==> config.mk <==
export PLATFORM = sky130hd
export DESIGN_NAME = step_pulse_gen
export DESIGN_NICKNAME = d
export VERILOG_FILES = /design/src/rtl/step_pkg.sv /design/src/rtl/sync_2ff.sv /design/src/rtl/step_pulse_gen.sv
export SDC_FILE = /design/constraint.sdc
export NUM_CORES = 1
export LEC_CHECK = 0
export BUFFER_PORTS_ARGS = -buffer_cell sky130_fd_sc_hd__buf_4
export CAP_MARGIN = 10
export CORE_ASPECT_RATIO = 0.8
export CORE_MARGIN = 10
export CORE_UTILIZATION = 45
export CTS_BUF_LIST = sky130_fd_sc_hd__clkbuf_2 sky130_fd_sc_hd__clkbuf_4 sky130_fd_sc_hd__clkbuf_8
export DETAILED_ROUTE_END_ITERATION = 8
export PLACE_DENSITY = 0.69
export SLEW_MARGIN = 20
export SYNTH_ARGS = -nofsm -noshare
export SYNTH_HDL_FRONTEND = slang
export SYNTH_HIERARCHICAL = 1
export SYNTH_SLANG_ARGS = --single-unit
==> constraint.sdc <==
create_clock -name clk -period 5.3 [get_ports clk]
set_input_delay 1.06 -clock clk [delete_from_list [all_inputs] [get_ports clk]]
set_output_delay 1.06 -clock clk [all_outputs]
set_load 0.05 [all_outputs]
==> src/rtl/step_pkg.sv <==
// Shared definitions for the pushbutton step-pulse front end: FSM state encoding
// and default timing for a 100 MHz system clock.
package step_pkg;

  typedef enum logic [2:0] {
    IDLE       = 3'd0,
    PRESS_DB   = 3'd1,
    HELD       = 3'd2,
    REPEAT     = 3'd3,
    RELEASE_DB = 3'd4
  } step_state_t;

  localparam int unsigned DEF_DB_CYCLES     = 1_000_000;   // 10 ms
  localparam int unsigned DEF_HOLD_CYCLES   = 50_000_000;  // 500 ms
  localparam int unsigned DEF_REPEAT_CYCLES = 10_000_000;  // 100 ms
  localparam int unsigned DEF_CNT_W         = 26;

endpackage

==> src/rtl/sync_2ff.sv <==
// Reusable 1-bit double-flop synchronizer with asynchronous active-high reset.
module sync_2ff (
  input  logic clk,
  input  logic reset,
  input  logic d,
  output logic q
);

  logic meta;

  // NOTE: sequential state uses non-blocking assignments so both flops sample
  // the pre-edge values and the chain really is two stages deep.
  always_ff @(posedge clk or posedge reset) begin
    if (reset) begin
      meta <= 1'b0;
      q    <= 1'b0;
    end else begin
      meta <= d;
      q    <= meta;
    end
  end

endmodule

==> src/rtl/step_pulse_gen.sv <==
// Pushbutton conditioner: synchronize, debounce, and emit one step_mem pulse per
// press, with optional auto-repeat while the button stays held.
module step_pulse_gen
  import step_pkg::*;
#(
  parameter int unsigned DB_CYCLES     = DEF_DB_CYCLES,
  parameter int unsigned HOLD_CYCLES   = DEF_HOLD_CYCLES,
  parameter int unsigned REPEAT_CYCLES = DEF_REPEAT_CYCLES,
  parameter int unsigned CNT_W         = DEF_CNT_W
) (
  input  logic clk,
  input  logic reset,
  input  logic btn_in,
  input  logic repeat_en,
  output logic step_mem,
  output logic btn_level
);

  localparam logic [CNT_W-1:0] DB_LAST   = CNT_W'(DB_CYCLES - 1);
  localparam logic [CNT_W-1:0] HOLD_LAST = CNT_W'(HOLD_CYCLES - 1);
  localparam logic [CNT_W-1:0] REP_LAST  = CNT_W'(REPEAT_CYCLES - 1);

  step_state_t      state, state_nxt;
  logic [CNT_W-1:0] cnt, cnt_nxt;
  logic             step_nxt, level_nxt;
  logic             btn_s;

  sync_2ff u_sync (
    .clk   (clk),
    .reset (reset),
    .d     (btn_in),
    .q     (btn_s)
  );

  always_ff @(posedge clk or posedge reset) begin
    if (reset) begin
      state     <= IDLE;
      cnt       <= '0;
      step_mem  <= 1'b0;
      btn_level <= 1'b0;
    end else begin
      state     <= state_nxt;
      cnt       <= cnt_nxt;
      step_mem  <= step_nxt;
      btn_level <= level_nxt;
    end
  end

  // Button-low exits are tested first so they win over any terminal count.
  always_comb begin
    // NOTE: every combinational output gets a default first so no path can
    // leave it unassigned and infer a latch.
    state_nxt = state;
    case (state)
      IDLE:       if (btn_s) state_nxt = PRESS_DB;
      PRESS_DB:   if (!btn_s) state_nxt = IDLE;
                  else if (cnt == DB_LAST) state_nxt = HELD;
      HELD:       if (!btn_s) state_nxt = RELEASE_DB;
                  else if (repeat_en && cnt == HOLD_LAST) state_nxt = REPEAT;
      REPEAT:     if (!btn_s) state_nxt = RELEASE_DB;
                  else if (!repeat_en) state_nxt = HELD;
      RELEASE_DB: if (!btn_s && cnt == DB_LAST) state_nxt = IDLE;
      default:    state_nxt = IDLE;
    endcase
  end

  always_comb begin
    step_nxt  = 1'b0;
    level_nxt = btn_level;
    cnt_nxt   = cnt;

    if (state_nxt != state) begin
      cnt_nxt = '0;
    end else begin
      case (state)
        PRESS_DB:   cnt_nxt = cnt + 1'b1;
        HELD:       if (repeat_en) cnt_nxt = cnt + 1'b1;
        REPEAT:     cnt_nxt = (cnt == REP_LAST) ? '0 : cnt + 1'b1;
        // Any high sample during release restarts the debounce window.
        RELEASE_DB: cnt_nxt = btn_s ? '0 : cnt + 1'b1;
        default:    cnt_nxt = '0;
      endcase
    end

    case (state)
      PRESS_DB: if (state_nxt == HELD) begin
        step_nxt  = 1'b1;
        level_nxt = 1'b1;
      end
      HELD:       if (state_nxt == REPEAT) step_nxt = 1'b1;
      REPEAT:     if (state_nxt == REPEAT && cnt == REP_LAST) step_nxt = 1'b1;
      RELEASE_DB: if (state_nxt == IDLE) level_nxt = 1'b0;
      default:    ;
    endcase
  end

endmodule

Word level (Yosys, flattened, before mapping)
Cells that the tools add are included.
{ "classes": {"addsub": 1, "mul": 0, "n_div": 0, "n_lt_le_gt_ge": 0, "eq_ne": 13, "shifts": 0, "n_mux": 21, "n_bitwise": 0, "reduce_logical": 8} }
{ "op_table": {"columns": ["op", "n"], "rows": [
  ["$mux W26", 4],
  ["$pmux W26 S4", 1],
  ["$add A26 B1 Y26 const B", 1],
  ["$eq A26 B20 Y1 const B", 1],
  ["$eq A26 B24 Y1 const B", 1],
  ["$eq A26 B26 Y1 const B", 1],
  ["$mux W3", 8],
  ["$pmux W3 S5", 1],
  ["$eq A3 B2 Y1 const B", 4],
  ["$logic_not A3 Y1", 2],
  ["$mux W1", 5],
  ["$ne A2 B2 Y1 const B", 2],
  ["$eq A3 B1 Y1 const B", 1],
  ["$eq A3 B3 Y1 const B", 1],
  ["$logic_and A1 B1 Y1", 3],
  ["$ne A3 B3 Y1", 1],
  ["$ne A3 B3 Y1 const B", 1],
  ["$pmux W1 S3", 1],
  ["$reduce_and A3 Y1", 1],
  ["$pmux W1 S2", 1],
  ["$reduce_bool A2 Y1", 1],
  ["$logic_not A1 Y1", 1]
]} }
{ "word_totals": {"regBits": 33, "latch_bits": 0, "ram_bits": 0, "mem_bits_ro": 0, "word_cells": 49, "memories": 0} }

Logic depth before layout (Yosys ltp)
Gate-level depths: netlist of run 1.
{ "logic_depth": {"word_depth": 9, "ltp_mapped": 8} }

Hierarchy
The synthesis of run 1 kept the hierarchy.
{ "by_module_without_submodules": {"columns": ["mod", "instances", "cells_each", "area_each_um2", "seq_area_each_um2"], "rows": [
  ["step_pulse_gen", 1, 232, 2008.2, 775.7],
  ["sync_2ff", 1, 3, 53.8, 50.0]
]} }

Worst setup path before layout of run 1
No wires, ideal clock.
{ "synth_path": {"path_kind": "register -> register", "startpoint": "register cnt[21]", "endpoint": "register cnt[11]", "t_arrival_ps": 2361, "required_ps": 5169, "slack_ps": 2808, "stages_incl_launch_ff": 7, "period_less_slack_ps": 2492, "cell_sequence": "dfrtp_1 or4_1 or4b_1 or3_4 a211oi_4 buf_6 a31oi_1"} }
{ "synth_via": {"elab_chain_cells": 7, "word_cells_on_any_way": 16, "classes_between": "5 x eq/ne; 9 x mux; 2 x reduce/logical"} }
{ "synth_rtl": {"columns": ["item", "line_no", "source"], "rows": [
  ["start, declared", "step_pulse_gen.sv:24", "logic [CNT_W-1:0] cnt, cnt_nxt;"],
  ["start signal, assigned", "step_pulse_gen.sv:43", "cnt <= cnt_nxt;"],
  ["$eq A26 B26 Y1", "step_pulse_gen.sv:59", "else if (repeat_en && cnt == HOLD_LAST) state_nxt = REPEAT;"],
  ["$logic_and A1 B1 Y1", "step_pulse_gen.sv:59", null],
  ["$mux W3", "step_pulse_gen.sv:59", null],
  ["$mux W3", "step_pulse_gen.sv:58", "HELD: if (!btn_s) state_nxt = RELEASE_DB;"],
  ["$pmux W3 S5", "step_pulse_gen.sv:54", "case (state)"],
  ["$ne A3 B3 Y1", "step_pulse_gen.sv:72", "if (state_nxt != state) begin"],
  ["$ne A3 B3 Y1 (no line) or $mux W26 (tied branches)", null, null]
]} }
Several ways; a longest one is shown, not always the timed one.
A chain may end at the register's enable or synchronous reset.

Final worst setup path of run 1
{ "layout_path": {"startpoint": "register cnt[8]", "endpoint": "register cnt[17]"} }
{ "layout_via": {"elab_chain_cells": 7, "word_cells_on_any_way": 19, "classes_between": "1 x add/sub; 5 x eq/ne; 11 x mux; 2 x reduce/logical"} }
{ "layout_rtl": {"columns": ["item"], "rows": [
  ["branches (longest 7 deep; another with $add A26 B1 Y26)"]
]} }
Several ways; the timed one is not identified. The select of a mux whose other input is x is not followed.

==> results of run 1 <==
stage by stage:
stage | hold slack [ns] | cell area (µm²) | instances | total power, mW | utilization
finish | 0.356 | 2240 | 296 | 0.475 | 0.519
floorplan | 0.331 | 2060 | 235 | 0.283 | -
global route | 0.378 | 2240 | 296 | 0.497 | 0.519
global placement | 0.332 | 2140 | 287 | 0.289 | 0.496
detailed placement | 0.343 | 2140 | 287 | 0.290 | 0.496
CTS | 0.359 | 2220 | 295 | 0.479 | 0.516
cell usage in the layout (no fill, tap or decap), types with 5 or more instances in the layout:
cell type / n
nor2_1: 9
inv_1: 7
and2_1: 8
nand2_1: 21
nand4_1: 8
a21oi_1: 11
and4_1: 5
nand3_1: 12
o211ai_1: 7
nor3_1: 27
o22ai_1: 8
clkbuf_8: 5
xnor2_1: 10
dfrtp_1: 33
nor4_1: 5
a31oi_1: 5
buf_4: 9
synth_stat cells (3+ instances only):
cell type | number | area (µm²)
dfrtp_1 | 33 | 826
nor3_1 | 27 | 135
nand2_1 | 21 | 78.8
nand3_1 | 12 | 60.1
a21oi_1 | 11 | 55.1
clkbuf_1 | 10 | 37.5
xnor2_1 | 10 | 87.6
nor2_1 | 9 | 33.8
and2_1 | 8 | 50.1
nand4_1 | 8 | 50.1
o22ai_1 | 8 | 50.1
inv_1 | 7 | 26.3
o211ai_1 | 7 | 52.6
a31oi_1 | 5 | 31.3
and4_1 | 5 | 43.8
nor4_1 | 5 | 31.3
nor4b_1 | 5 | 43.8
nor3b_1 | 4 | 30.0
o21ai_0 | 4 | 20.0
xor2_1 | 4 | 35.0
and3_1 | 3 | 18.8
buf_6 | 3 | 33.8
nor2b_1 | 3 | 18.8
layer usage:
| metal | up-vias | track usage | part of all wire |
|---|---|---|---|
| met4 | 0 | 0.0471 | 0.0086 |
| met5 | - | 0 | 0 |
| li1 | 880 | - | - |
| met2 | 45 | 0.195 | 0.44 |
| met1 | 872 | 0.203 | 0.50 |
| met3 | 4 | 0.0307 | 0.055 |
how the worst max path moves through the flow:
stage	endpoint	slack [ns]	start
after detailed placement	cnt[17]$_DFFE_PP0P_	2.15	repeat_en
after global routing	cnt[25]$_DFFE_PP0P_	1.98	cnt[7]$_DFFE_PP0P_
after CTS	cnt[17]$_DFFE_PP0P_	2.18	cnt[21]$_DFFE_PP0P_
final	cnt[17]$_DFFE_PP0P_	2.37	cnt[8]$_DFFE_PP0P_
after floorplan	cnt[11]$_DFFE_PP0P_	2.81	cnt[21]$_DFFE_PP0P_
after global placement	cnt[16]$_DFFE_PP0P_	2.24	cnt[21]$_DFFE_PP0P_
area by class of cell:
cell class / count / share of cell area
Multi-Input combinational cell: 181 / 0.512
Sequential cell: 33 / 0.369
Timing Repair Buffer: 10 / 0.0369
Clock buffer: 6 / 0.0341
Tap cell: 57 / 0.0319
Inverter: 7 / 0.0117
Clock inverter: 2 / 0.00447
cell families (layout without fill, tap and decap cells):
| logic type | Yosys count | in the layout | share of synthesized area |
|---|---|---|---|
| DFF | 33 | 33 | 0.400 |
| AOI/OAI and AO/OA | 43 | 43 | 0.138 |
| xor gates and xnor gates | 14 | 14 | 0.0595 |
| muxes | 1 | 1 | 0.00546 |
| and+or+nand+nor | 122 | 122 | 0.341 |
| buffers and inverters | 21 | 25 | 0.0492 |
| adders and majority gates | 1 | 1 | 0.00607 |
flip-flops by register name, indices dropped and copies added, names as in the netlist:
register / flops
u_sync/q: 1
btn_level: 1
step_mem: 1
state: 3
u_sync/meta: 1
cnt: 26
worst max-delay path: stages, from the launching register on:
cell and delay, ns:
dfrtp_1 0.45, or4_1 0.51, or4b_1 0.50, or3_4 0.41, a211oi_4 0.58, buf_8 0.24
nor3_1 0.07
power by group:
group          switching, mW  internal, mW
Sequential           0.00350         0.254
Clock                 0.0919        0.0961
Combinational         0.0193       0.00996
Total                  0.115         0.360
==> results.tsv, run 1 <==
stage	metric	value	unit
status	result of the run	finished clean	
critical_path	RR Startpoint	cnt[8]$_DFFE_PP0P_	
timing	RSZ-0062 raised after global routing	no	
route	total number of vias	1801	
worst_hold_path	Hold Path Class	flip-flop to flip-flop	
route	WL/cell	16.6	µm
placement	port buffer count	5	
floorplanning	die width	95.7	µm
floorplanning	I/O pin total	6	
synth	number of synthesized flops with an enable pin	0	
synth	Synth Flop Type	dfrtp_1	
floorplanning	Die ar.	7710	µm²
layout	Syn-to-layout area delta	8.56	%
clock_tree	CTS tree	done	
critical_path	worst-path fanout max	15	
synth	Async S/R FF share, synth	1.00	
global_route	first-pass GRT wire length	8.62	mm
global_route	all-layer global routing usage	0.139	
route	DRT antenna net count	0	
timing	normalized max-slew margin	0.364	
timing	Hold Vio Cnt, Final	0	
global_route	initial antenna violation count	0	
synth	Yosys reg bits	33	
critical_path	CP Class	flip-flop to flip-flop	
floorplanning	core area	4310	µm²
clock_tree	Sink Count	33	
timing	Setup TNS	0	ns
layout	fillcell total	415	
clock_tree	Post-CTS Setup Bufs	0	
pwr	Pleak	0.831	nW
timing	min cycle time layout	2.93	ns
run	Max Cap Viol	0	
critical_path	Worst setup SP type	flip-flop	
critical_path	FF-to-FF path depth	6	
route	iteration count of the initial detailed-routing pass	4	
worst_hold_path	hold path cells	0	
timing	Final Cycle Share	0.552	
critical_path	Reg-to-Reg End	cnt[17]$_DFFE_PP0P_	
synth	Mean Syn Cell Area	8.77	µm²
layout	antenna diode count	0	
critical_path	CP arrival	3.05	ns
clock_tree	hold buffers post-CTS	0	
layout	register area	826	µm²
global_route	largest net degree at the start of global routing	32	
pwr	cell area power density	212	nW/µm²
worst_hold_path	Hold Path Origin	u_sync/meta$_DFF_PP0_	
critical_path	FF-to-FF setup slack	2.37	ns
pwr	VDD IR-drop max	151	µV
synth	syn nets	240	
route	Avg Vias per Cell	6.08	
synth	cells after synthesis	235	
clock_tree	root buf cell	clkbuf_8	
clock_tree	Clk Latency, worst-skew pair	0.28	ns
timing	worst setup margin	2.37	ns
floorplanning	# rows	21	
timing	Worst-Margin Slew	0.951	ns
route	DRT Wirelength	4.91	mm
route	drt drc	0	
worst_hold_path	Hold Path End	u_sync/q$_DFF_PP0_	
timing	fmax	342	MHz
synth	Netlist Area Pre-Place	2060	µm²
critical_path	CP required	5.42	ns
layout	Multi-input gate area	1150	µm²
global_route	remaining global-route overflow	0	
clock_tree	CTS Buffer Depth	2	
clock_tree	post-CTS resize count	0	
clock_tree	CTS clock-pin slew for the worst setup and hold paths	0.07	ns
clock_tree	H-tree depth	2	
route	Starting DRT DRC Count	217	
critical_path	Critical Path End Type	flip-flop	
clock_tree	Num CTS Buffers	5	
timing	count of final setup violators	0	
layout	share of cells above drive strength 1	0.113	
placement	Place WS	2.15	ns
placement	routability cong.	0.881	
synth	sequential fraction of the synthesis area	0.400	
synth	synth warn	6	
layout	nets@finish	243	
timing	Slew Viols, Final	0	
floorplanning	Die H	80.5	µm
floorplanning	Initial Utilization	0.479	
synth	number of library cell types mapped by synthesis	46	
timing	clock skew	0.00336	ns
placement	DPL Wire Length	3.34	mm
global_route	vias in the first global route	1763	
Note: power is estimated with default switching activity, not from simulation.
==> inputs of run 2 (changes only) <==
--- a/config.mk
+++ b/config.mk
@@ -5,6 +5,7 @@
 export SDC_FILE = /design/constraint.sdc
 export NUM_CORES = 1
 export LEC_CHECK = 0
+export ABC_AREA = 1
 export BUFFER_PORTS_ARGS = -buffer_cell sky130_fd_sc_hd__buf_4
 export CAP_MARGIN = 10
 export CORE_ASPECT_RATIO = 0.8
@@ -12,7 +13,7 @@
 export CORE_UTILIZATION = 45
 export CTS_BUF_LIST = sky130_fd_sc_hd__clkbuf_2 sky130_fd_sc_hd__clkbuf_4 sky130_fd_sc_hd__clkbuf_8
 export DETAILED_ROUTE_END_ITERATION = 8
-export PLACE_DENSITY = 0.69
+export PLACE_DENSITY = 0.68
 export SLEW_MARGIN = 20
 export SYNTH_ARGS = -nofsm -noshare
 export SYNTH_HDL_FRONTEND = slang
==> constraint.sdc (replaced) <==
create_clock -name clk -period 2.7 [get_ports clk]
set_input_delay 0.54 -clock clk [delete_from_list [all_inputs] [get_ports clk]]
set_output_delay 0.54 -clock clk [all_outputs]
set_load 0.05 [all_outputs]
==> run 2 against run 1 <==
  * Hold slack lost 0.26 ns
  * Fmax grew 20%
  * Sequential cell count is the same
  * Global-route usage grew 4.7 points
  * Synthesized cell count grew 120%
  * Via count grew 100%
==> results.tsv, run 2 <==
stage	metric	value	unit	change
pwr	Clk pwr share	0.430		+0.034
synth	Netlist Area Pre-Place	3180	µm²	+54%
layout	Reg with most FFs	cnt		
layout	share of cells above drive strength 1	0.0808		-0.0322
worst_hold_path	Hold Path Class	input pin to asynchronous set/reset pin		
critical_path	FF-to-FF path depth	12		+6
synth	number of synthesized flops with an enable pin	0		unchanged
clock_tree	Sink Count	33		unchanged
timing	count of final setup violators	0		unchanged
route	DRT Wirelength	10.1	mm	+110%
placement	placed instance count	598		+110%
global_route	initial antenna violation count	0		unchanged
pwr	VDD IR-drop max	152	µV	+0.59%
synth	Async S/R FF share, synth	1.00		unchanged
synth	cells after synthesis	520		+120%
timing	fmax	409	MHz	+20%
route	DRT antenna net count	0		unchanged
timing	Final Cycle Share	0.906		+0.354
floorplanning	# rows	27		+29%
clock_tree	root buf cell	clkbuf_8		
synth	most frequent cell after synthesis	nand2_1		
synth	Synth top area share	0.260		-0.141
pwr	Sw Ratio	0.261		+0.0194
layout	nets@finish	524		+120%
synth	Yosys reg bits	33		unchanged
critical_path	Reg-to-Reg End	cnt[19]$_DFFE_PP0P_		
layout	fillcell total	752		+81%
floorplanning	I/O pin total	6		unchanged
synth	most frequent cells after synthesis	nand2_1 (147), nand3_1 (76), nand4_1 (74)		
layout	Largest register FFs	26		unchanged
route	WL/cell	16.7	µm	+0.52%
synth	Synth Flop Type	dfrtp_1		
synth	syn nets	525		+120%
route	Starting DRT DRC Count	360		+66%
critical_path	CP required	2.93	ns	-2.49 ns
critical_path	Critical Path End Type	flip-flop		
route	total number of vias	3610		+100%
global_route	vias in the first global route	3186		+81%
placement	port buffer count	5		unchanged
global_route	largest net degree at the start of global routing	53		+66%
floorplanning	Die H	95.2	µm	+18%
layout	commonest non-fill, non-tap cell in the layout	nand2_1		
floorplanning	Initial Utilization	0.461		-0.0172
timing	Hold Vio Cnt, Final	0		unchanged
layout	Syn-to-layout area delta	5.63	%	
layout	Top Registers	cnt (26), state (3)		
floorplanning	die width	114	µm	+19%
clock_tree	Clk Latency, worst-skew pair	0.29	ns	about the same
layout	register area	826	µm²	unchanged
critical_path	Worst setup SP type	flip-flop		
timing	RSZ-0062 raised after global routing	no		
status	result of the run	finished clean		
clock_tree	CTS clock-pin slew for the worst setup and hold paths	0.07	ns	about the same
layout	Multi-input gate area	2000	µm²	+75%
layout	Final Cell Area	3360	µm²	+50%
clock_tree	Post-CTS Setup Bufs	0		unchanged
synth	sequential fraction of the synthesis area	0.260		-0.141
timing	Setup TNS	0	ns	unchanged
pwr	Pleak	1.57	nW	+89%
timing	clock skew	0.00258	ns	-0.000778 ns
global_route	all-layer global routing usage	0.186		+0.0465
synth	largest cells by area after synthesis	dfrtp_1 (26%), nand2_1 (17%), nand4_1 (15%), nand3_1 (12%), nor2_1 (7.6%)		
critical_path	worst-path fanout max	26		+11
placement	routability cong.	0.994		+13%
run	Max Cap Viol	0		unchanged
critical_path	CP Class	flip-flop to flip-flop		
route	drt drc	0		unchanged
route	iteration count of the initial detailed-routing pass	6		+2
layout	most frequent cells in the layout	nand2_1 (147), nand3_1 (76), nand4_1 (74)		
critical_path	FF-to-FF setup slack	0.25	ns	-2.12 ns
pwr	cell area power density	300	nW/µm²	+42%
timing	Worst-Margin Slew	0.834	ns	-0.116 ns
floorplanning	core area	6890	µm²	+60%
timing	min cycle time layout	2.45	ns	-0.480 ns
timing	Slew Viols, Final	0		unchanged
clock_tree	CTS Buffer Depth	2		unchanged
floorplanning	Die ar.	10800	µm²	+41%
layout	Layout Cells excl Fill	607		+110%
pwr	Net Sw Power	0.263	mW	+130%
pwr	combinational fraction of design power	0.071		+0.009
clock_tree	CTS tree	done		
global_route	first-pass GRT wire length	16.5	mm	+91%
timing	hold slack	0.101	ns	-0.255 ns
synth	Mean Syn Cell Area	6.11	µm²	-30%
synth	Synth area leader	dfrtp_1		
clock_tree	H-tree depth	2		unchanged
placement	DPL Wire Length	7.24	mm	+120%
placement	placed instance area	3250	µm²	+52%
timing	normalized max-slew margin	0.443		+0.0793
synth	number of library cell types mapped by synthesis	29		-37%
synth	synth warn	6		unchanged
pwr	share of power burned in registers	0.499		-0.044
global_route	remaining global-route overflow	0		unchanged
critical_path	CP arrival	2.68	ns	-0.37 ns
clock_tree	Num CTS Buffers	5		unchanged
layout	Final Util	0.487		-0.0322
route	Avg Vias per Cell	5.95		-2.3%
layout	antenna diode count	0		unchanged
pwr	Pint	0.745	mW	+110%
critical_path	RR Startpoint	cnt[0]$_DFFE_PP0P_		
run 2: cell count changes after synthesis, moves of 6 or more:
cell,before,now
xnor2_1,10,3
nand3_1,12,76
buf_2,0,8
nand2_1,21,147
a21oi_1,11,5
nor2_1,9,64
and2_1,8,0
nand4_1,8,74
o22ai_1,8,0
nor3_1,27,3
inv_1,7,51
nor2_2,0,6
run 2: area by class of cell:
cell class,instances,share of cell area
timing repair buffer,15,0.0335
sequential,33,0.246
tap,87,0.0324
clock buffer,7,0.0287
clock inverter,1,0.00149
inverter,55,0.0615
multi-input combinational,409,0.596
run 2: power groups by stage:
stage	clock network, mW	registers, mW	logic [mW]
6_report	0.433	0.503	0.0719
5_1_grt	0.459	0.504	0.0797
4_1_cts	0.443	0.503	0.0721
3_5_place_dp	0	0.513	0.0721
3_3_place_gp	0	0.512	0.0702
2_1_floorplan	0	0.510	0.0670
run 2: worst max-delay path by stage:
stage                             startpoint                  end  slack, ns  depth (start not counted)
after global routing      cnt[0]$_DFFE_PP0P_  cnt[18]$_DFFE_PP0P_       0.03                         12
after detailed placement  cnt[0]$_DFFE_PP0P_  cnt[17]$_DFFE_PP0P_       0.14                         12
after CTS                 cnt[0]$_DFFE_PP0P_   cnt[2]$_DFFE_PP0P_       0.11                         12
final                     cnt[0]$_DFFE_PP0P_  cnt[19]$_DFFE_PP0P_       0.25                         12
after global placement    cnt[0]$_DFFE_PP0P_  cnt[25]$_DFFE_PP0P_       0.19                         12
after floorplan           cnt[0]$_DFFE_PP0P_  cnt[15]$_DFFE_PP0P_       0.84                         13
run 2: critical path, cell delays in order (launching register included):
cell     delay (ns)
dfrtp_1        0.45
ha_1           0.31
nand2_2        0.12
nor2_4         0.06
nand2_4        0.09
nor2_4         0.04
nand3_1        0.06
nand2_1        0.06
nand3_1        0.07
nand3_1        0.23
nor2_4         0.62
nand4_1        0.17
nand2_1        0.11
run 2: metrics by stage:
step | setup slack (ns) | power, mW
2_1_floorplan | 0.842 | 0.577
3_3_place_gp | 0.188 | 0.583
3_5_place_dp | 0.136 | 0.585
4_1_cts | 0.113 | 1.02
5_1_grt | 0.0330 | 1.04
6_report | 0.254 | 1.01
run 2: metal layers:
metal / vias to the layer above / track usage / share of wire
met5: - / 0 / 0
met2: 155 / 0.274 / 0.43
met4: 0 / 0.0552 / 0.016
met1: 1678 / 0.265 / 0.48
li1: 1758 / - / -
met3: 19 / 0.0395 / 0.079
run 2: cells by family after synthesis:
kind of cell               count (synthesis)  share of synthesized area
and+or+nand+nor                          381                      0.567
buffers and inverters                     79                      0.115
DFF                                       33                      0.260
AOI/OAI and AO/OA                         21                     0.0397
xor gates and xnor gates                   5                     0.0138
adders and majority gates                  1                    0.00393
run 2: timing repair:
item,in CTS,in global routing
gates resized for setup,0,1
endpoints found under the setup margin,0,26
hold buffers,0,0
